[src/rtl/hankel_matrix_writer.sv]
// rtl/hankel_matrix_writer.sv - buffers a Hankel generating sequence and writes the full matrix to memory
module hankel_matrix_writer #(
  parameter int ROW   = 4,
  parameter int COL   = 4,
  parameter int WIDTH = 16,
  parameter int ADDR  = 8
) (
  input  logic             clk,
  input  logic             rst_n,
  input  logic             start,
  input  logic [WIDTH-1:0] in_data,
  input  logic             in_valid,
  output logic             in_ready,
  output logic [ADDR-1:0]  addr,
  output logic [WIDTH-1:0] wdata,
  output logic             wr,
  input  logic             wait_req,
  output logic             busy,
  output logic             done
);

  localparam int LEN = ROW + COL - 1;
  localparam int KW  = $clog2(LEN);
  localparam int RW  = $clog2(ROW);
  localparam int CW  = $clog2(COL);

  typedef enum logic [1:0] {
    S_IDLE,
    S_LOAD,
    S_WRITE,
    S_DONE
  } state_t;

  state_t           state, state_n;
  logic             in_ready_n, wr_n, busy_n, done_n;
  logic [ADDR-1:0]  addr_n;
  logic [WIDTH-1:0] wdata_n;
  logic [KW-1:0]    k, k_n;
  logic [RW-1:0]    r, r_n;
  logic [CW-1:0]    c, c_n;
  logic [KW-1:0]    rd_idx;
  logic             load_fire;

  // Generating sequence buffer; contents are irrelevant until fully loaded, so no reset
  logic [WIDTH-1:0] seq [LEN];

  // Capture one sequence element per accepted input beat
  always_ff @(posedge clk) begin
    if (load_fire) begin
      seq[k] <= in_data;
    end
  end

  // State, counters and every output are registered; next values come from the comb block
  always_ff @(posedge clk or negedge rst_n) begin
    if (!rst_n) begin
      state    <= S_IDLE;
      in_ready <= 1'b0;
      wr       <= 1'b0;
      addr     <= '0;
      wdata    <= '0;
      busy     <= 1'b0;
      done     <= 1'b0;
      k        <= '0;
      r        <= '0;
      c        <= '0;
    end else begin
      state    <= state_n;
      in_ready <= in_ready_n;
      wr       <= wr_n;
      addr     <= addr_n;
      wdata    <= wdata_n;
      busy     <= busy_n;
      done     <= done_n;
      k        <= k_n;
      r        <= r_n;
      c        <= c_n;
    end
  end

  // Next-state and next-output logic; the write address simply increments because
  // row-major order makes r*COL+c consecutive, and r+c always stays inside the buffer
  always_comb begin
    state_n    = state;
    in_ready_n = in_ready;
    wr_n       = wr;
    addr_n     = addr;
    wdata_n    = wdata;
    busy_n     = busy;
    done_n     = 1'b0;
    k_n        = k;
    r_n        = r;
    c_n        = c;
    load_fire  = 1'b0;
    rd_idx     = '0;

    case (state)
      S_IDLE: begin
        in_ready_n = 1'b0;
        wr_n       = 1'b0;
        busy_n     = 1'b0;
        if (start) begin
          state_n    = S_LOAD;
          k_n        = '0;
          busy_n     = 1'b1;
          in_ready_n = 1'b1;
        end
      end

      S_LOAD: begin
        if (in_valid && in_ready) begin
          load_fire = 1'b1;
          if (k == KW'(LEN - 1)) begin
            state_n    = S_WRITE;
            in_ready_n = 1'b0;
            r_n        = '0;
            c_n        = '0;
            wr_n       = 1'b1;
            addr_n     = '0;
            wdata_n    = seq[0];
          end else begin
            k_n = k + KW'(1);
          end
        end
      end

      S_WRITE: begin
        if (!wait_req) begin
          if ((r == RW'(ROW - 1)) && (c == CW'(COL - 1))) begin
            state_n = S_DONE;
            wr_n    = 1'b0;
            done_n  = 1'b1;
            busy_n  = 1'b0;
          end else begin
            if (c == CW'(COL - 1)) begin
              c_n = '0;
              r_n = r + RW'(1);
            end else begin
              c_n = c + CW'(1);
            end
            rd_idx  = KW'(r_n) + KW'(c_n);
            addr_n  = addr + ADDR'(1);
            wdata_n = seq[rd_idx];
          end
        end
      end

      S_DONE: begin
        busy_n  = 1'b0;
        state_n = S_IDLE;
      end

      default: begin
        state_n    = S_IDLE;
        in_ready_n = 1'b0;
        wr_n       = 1'b0;
        busy_n     = 1'b0;
      end
    endcase
  end

endmodule

[config.mk]
export PLATFORM = sky130hd
export DESIGN_NAME = hankel_matrix_writer
export DESIGN_NICKNAME = d
export VERILOG_FILES = /design/src/rtl/hankel_matrix_writer.sv
export SDC_FILE = /design/constraint.sdc
export NUM_CORES = 1
export LEC_CHECK = 0
export ABC_AREA = 1
export CAP_MARGIN = 15
export CORE_ASPECT_RATIO = 1.2
export CORE_UTILIZATION = 50
export DETAILED_ROUTE_END_ITERATION = 16
export DONT_BUFFER_PORTS = 1
export GPL_TIMING_DRIVEN = 0
export PLACE_DENSITY_LB_ADDON = 0.15
export SYNTH_ARGS = -nofsm -noshare
export SYNTH_HDL_FRONTEND = slang
export SYNTH_SLANG_ARGS = --single-unit
[constraint.sdc]
create_clock -name clk -period 3 [get_ports clk]
set_input_delay 0.15 -clock clk [delete_from_list [all_inputs] [get_ports clk]]
set_output_delay 0.15 -clock clk [all_outputs]
set_load 0.01 [all_outputs]
; ---- Yosys cells after proc, flatten, opt, wreduce, memory -nomap -nowiden
; Memories as Yosys holds them, arrays and structs flattened.
; Index checks and enable logic that the tools add are counted.
; W data, S select, Z words.
[word_totals]
inputBits = 21
ff_bits = 37
output_inout_bits = 28
mem_count = 1
mem_bits_rw = 112
word_cells = 95
[classes]
mux = 53
addsub = 5
n_reduce_logical = 13
n_eq_ne = 13
[mem_list]
columns = name, depth, width, rd, rd_clocked_by_memory_dff, wr, line_no
row1 = seq, 7, 16, 2, 0, 1, 45  ; logic [WIDTH-1:0] seq [LEN];
[ops]
columns = cell, n
row1 = $mux W16, 4
row2 = $mux W2, 19
row3 = $mux W8, 4
row4 = $pmux W16 S2, 1
row5 = $pmux W8 S2, 1
row6 = $reduce_and A5 Y1, 3
row7 = $mux W1, 14
row8 = $ne A2 B2 Y1 const B, 7
row9 = $mux W3, 3
row10 = $add A8 B1 Y8 const B, 1
row11 = $eq A2 B2 Y1 const B, 4
row12 = $pmux W2 S2, 2
row13 = $pmux W2 S4, 1
row14 = $pmux W1 S3, 2
row15 = $pmux W3 S2, 1
row16 = $reduce_and A3 Y1, 2
row17 = $reduce_bool A3 Y1, 2
row18 = $add A2 B1 Y2 const B, 2
row19 = $reduce_and A4 Y1, 1
row20 = $reduce_bool A2 Y1, 2
row21 = $add A2 B2 Y3, 1
row22 = $add A3 B1 Y3 const B, 1
row23 = $eq A3 B3 Y1 const B, 1
row24 = $eq A2 B1 Y1 const B, 1
row25 = other kinds (3), 4

; ---- Logic depth before layout (Yosys ltp)
; An unclocked memory read counts as a cell.
[depth]
word_depth = 10
depth_mapped = 14
ltp_nobuf = 12

; ---- Worst setup path before layout
; OpenSTA, ideal clock, no wires.
[synth_path]
path_type = reg-to-reg
from = register state[1]
to = memory seq[3][0] (enable)
arrival_time_ps = 2429
synth_period_minus_slack_ps = 2859
path_buffers = 0
slack_ps = 141
stages_incl_launch_ff = 5
setup_ps = 430
path_cell_list = dfrtp_1 > inv_1 > ha_1 > nand2_1 > nor4_1
[synth_between]
elab_chain_cells = 4
[synth_rtl]
columns = item, line_no
row1 = "start, declared", 34  ; state_t state, state_n;
row2 = "start signal, assigned", 68  ; state <= state_n;
row3 = $eq A2 B1 Y1, 97  ; case (state)
row4 = $mux W1, 97
row5 = $mux W1, 49  ; if (load_fire) begin
row6 = $mux W1 (implied by the code), 50  ; seq[k] <= in_data;
row7 = "end, declared", 45
; Every way passes these cells.

; ---- Final worst setup path
[layout_path]
from = register c[0]
to = register wdata[12]
[layout_between]
elab_chain_cells = 10
word_cells_on_any_way = 18
classes_between = add/sub (2) / eq/ne (2) / mux (11) / reduce/logical (2) / memory (1)
[layout_rtl]
columns = item, line_no
row1 = "start, declared", 40  ; logic [CW-1:0] c, c_n;
row2 = "start signal, assigned", 77  ; c <= c_n;
row3 = $add A2 B1 Y2 or $eq A2 B2 Y1 (tied branches), "139, 129, 135"
row4 = $mux W2, 135  ; if (c == CW'(COL - 1)) begin
row5 = $mux W2, 129  ; if ((r == RW'(ROW - 1)) && (c == CW'(COL - 1))) begin
row6 = $mux W2, 128  ; if (!wait_req) begin
row7 = $mux W2, 97
row8 = $add A2 B2 Y3, 141  ; rd_idx = KW'(r_n) + KW'(c_n);
row9 = $mem_v2 Z7 W16, --
row10 = $mux W16, 129
row11 = $mux W16, 128
row12 = $pmux W16 S2, 97
row13 = "end signal, assigned", 72  ; wdata <= wdata_n;
row14 = "end, declared", 15  ; output logic [WIDTH-1:0] wdata,
; Parallel ways exist; a longest one is shown, timed or not. The select of a mux whose other input is x is not followed.
; A chain may end at the register's enable or synchronous reset.

==> impl_metrics.yaml <==
global_routing:
  antenna_found_initial: 0
  grt_usage_pct: 25.00
  grt_pass1_wl_mm: 25.23
  grt_pass1_vias: 4924
  grt_max_degree: 38
  grt_overflow_total: 0
floorplan:
  die_area_um2: 14080
  start_util_pct: 51.40
  io_pins: 49
  core_area_um2: 13240
  rows: 46
  fp.dieH_um: 129.8
  dieWidth_um: 108.5
synthesis:
  synth_edf_count: 112
  synth_area_um2: 6804
  yosysUniqueCellTypes: 32
  synth_seq_cells: 149
  synth_nets: 710
  syn_avg_cell_area_um2: 10.05
  yosysWarnings: 0
  syn_inst: 677
  async_flop_share_pct: 24.83
  yosysSeqAreaShare_pct: 63.04
  synthFlopType: "edfxtp_1"
power_and_ir_drop:
  irDropWorstVdd_mv: 0.4745
  finalPower_mw: 7.755
  p_per_area_nw_per_um2: 974.1
  power_leakage_nw: 3.499
worst_setup_path:
  required_ns: 3.36
  cp_slowest_cell: "buf_1"
  arrival_ns: 3.18
  crit_family: "buffers and inverters"
  path_max_fanout: 10
  max_stage_delay_ns: 0.53
  end_kind: "flop"
  path_cells: "ha_1 -> xor2_1 -> nand2_1 -> fa_1 -> clkbuf_1 -> buf_1 -> nand3_1 -> a21oi_1 -> nand2_1 -> nand2_1"
  path_common_cell: "nand2_1"
  start_kind: "flop"
  path_class: "reg2reg"
  cp.buffers_inverters: 2
timing:
  fin_crit_sh_pct: 93.98
  fin_setup_tns_ns: 0
  min_period_ns: 2.819
  setup_viol: 0
  slew_viol_final: 0
  worst_slew_pin_slew_ns: 0.8765
  fin_skew_ns: 0.005137
  rsz0062_at_grt: "false"
  max_freq_mhz: 354.7
  hold_viol: 0
  slew_headroom_pct: 41.25
clock_network:
  h-tree-depth: 4
  clkTransAtPathRegs_ns: 0.06
  ctsRootBufferMaster: "clkbuf_16"
  clk_latency_ns: 0.42
  postCtsSetupRepairBufs: 0
  cts_inserted_buffers: 17
  clock-sinks: 149
  cts_tree: "done"
  clockBufferDepth: 2
detailed_routing:
  drc: 0
  vias_per_cell: 5.461
  routedWlPerCell_um: 18.08
  dr.pass1.iters: 5
  routed_wl_mm: 16.40
  postRouteAntennaNets: 0
  route.vias.total: 4953
  drtIter0Drc: 429
flow_run:
  drv_cap: 0
run_status:
  outcome: "finished clean"
place:
  globalplace.congestion: 0.8480
  numPortBuffers: 0
  hpwl_mm: 11.10
finish:
  area_growth_pct: 17.01
  diodes: 0
  drive_gt1_share_pct: 12.31
  final_nets: 759
  post-route-util_pct: 60.14
worst_hold_path:
  worstHoldPathType: "in2async"
[worst reg2reg max path, cell delays in order (launching register included)]
cell and delay [ns]:
dfrtp_1 0.46, ha_1 0.28, xor2_1 0.20, nand2_1 0.10, fa_1 0.49, clkbuf_1 0.27, buf_1 0.53, nand3_1 0.14
a21oi_1 0.15, nand2_1 0.07, nand2_1 0.06
[Yosys cell counts, drive strengths merged, types with 3 or more instances]
master / n / area share, %
nor4: 3 / 0.28
nand3: 102 / 8.5
xor2: 4 / 0.51
o21ai: 13 / 0.96
clkbuf: 13 / 0.72
dfrtp: 37 / 14
edfxtp: 112 / 49
nand4: 4 / 0.37
nor2: 7 / 0.53
o31ai: 6 / 0.66
a21oi: 32 / 2.4
buf: 22 / 2.1
nand2: 228 / 13
inv: 71 / 4.0
ha: 11 / 2.0
nor3: 6 / 0.44
[final timing paths]
| check | startpoint | endpoint | slack (ns) | cells after the start |
|---|---|---|---|---|
| max | c[0] | wdata[12] | 0.18 | 10 |
| min | rst_n | wr | 0.19 | 2 |
| max reg2reg | c[0] | wdata[12] | 0.18 | 10 |
| min reg2reg | c[1] | c[1] | 0.54 | 2 |
| max in group asynchronous | rst_n | addr[6] | 2.61 | 2 |
| min in group clk | in_valid | seq[0][10] | 0.19 | 2 |
[routing by layer]
layer | GRT usage, % | vias to the layer above | wire length, um
met5 | 0 | - | 0
met3 | 6.294 | 41 | 1227
met1 | 29.68 | 2352 | 6391
li1 | - | 2354 | -
met4 | 13.04 | 0 | 471
met2 | 41.96 | 206 | 8304
[registers in the layout (all words and copies together), names as in the netlist, 2 cells and up]
register and cells:
seq 112, wdata 16, addr 8, k 3, c 2, r 2
state 2
[through the flow]
stage / setup WS [ns] / cell area (um^2) / std cells / hold WS [ns]
2_1_floorplan: 0.1407 / 6804 / 677 / -0.1456
3_3_place_gp: -1.234 / 7014 / 845 / -0.1447
3_5_place_dp: 0.1416 / 7151 / 855 / -0.1448
4_1_cts: 0.1053 / 7958 / 907 / 0.1787
5_1_grt: 0.02849 / 7961 / 907 / 0.2055
6_report: 0.1806 / 7961 / 907 / 0.1892
[placed cells by master (no fill, tap or decap), types with 2 or more instances in the layout]
cell,n
buf_8,2
nor3_2,4
nor2_1,5
buf_1,2
nor3_1,2
dfrtp_1,37
nand3_1,89
nand2_2,2
o21ai_1,5
buf_2,15
nor4_2,3
buf_6,5
clkinv_1,3
nand4_1,4
xor2_1,4
nand3_2,13
dlygate4sd3_1,19
a21oi_1,32
buf_4,6
o21ai_0,8
inv_1,64
inv_2,6
edfxtp_1,112
ha_1,11
clkbuf_2,3
clkbuf_1,14
xnor2_1,2
buf_12,2
bufinv_16,4
clkinv_2,4
clkbuf_16,17
nand2_1,225
o31ai_1,6
[cell type report]
type                       count  area [um^2]
inverter                      71        269.0
buffer                        35        192.7
tap                          168        210.2
fill                        1124         5276
multi-input combinational    422         2096
clock inverter                12        160.2
clock buffer                  20        436.7
timing repair buffer          30        307.8
sequential                   149         4289
[where the power goes]
group	internal, mW	total, mW	switching [mW]
registers	2.43	2.67	0.232
clock network	1.38	2.17	0.792
logic	0.921	2.92	2.00
total	4.73	7.75	3.02
[logic make-up after synthesis]
family | after synthesis | share of synthesized area [%]
AOI/OAI and AO/OA | 54 | 4.303
xor gates and xnor gates | 6 | 0.7723
adders and majority gates | 12 | 2.317
and+or+nand+nor | 350 | 22.84
DFF | 149 | 63.04
buffers and inverters | 106 | 6.730
[what timing repair did]
action,in CTS,in global routing
endpoints found under the setup margin,0,15
gates resized for setup,0,5
hold buffers,20,0
hold endpoints to repair,152,0
(Power assumes the default switching activity.)
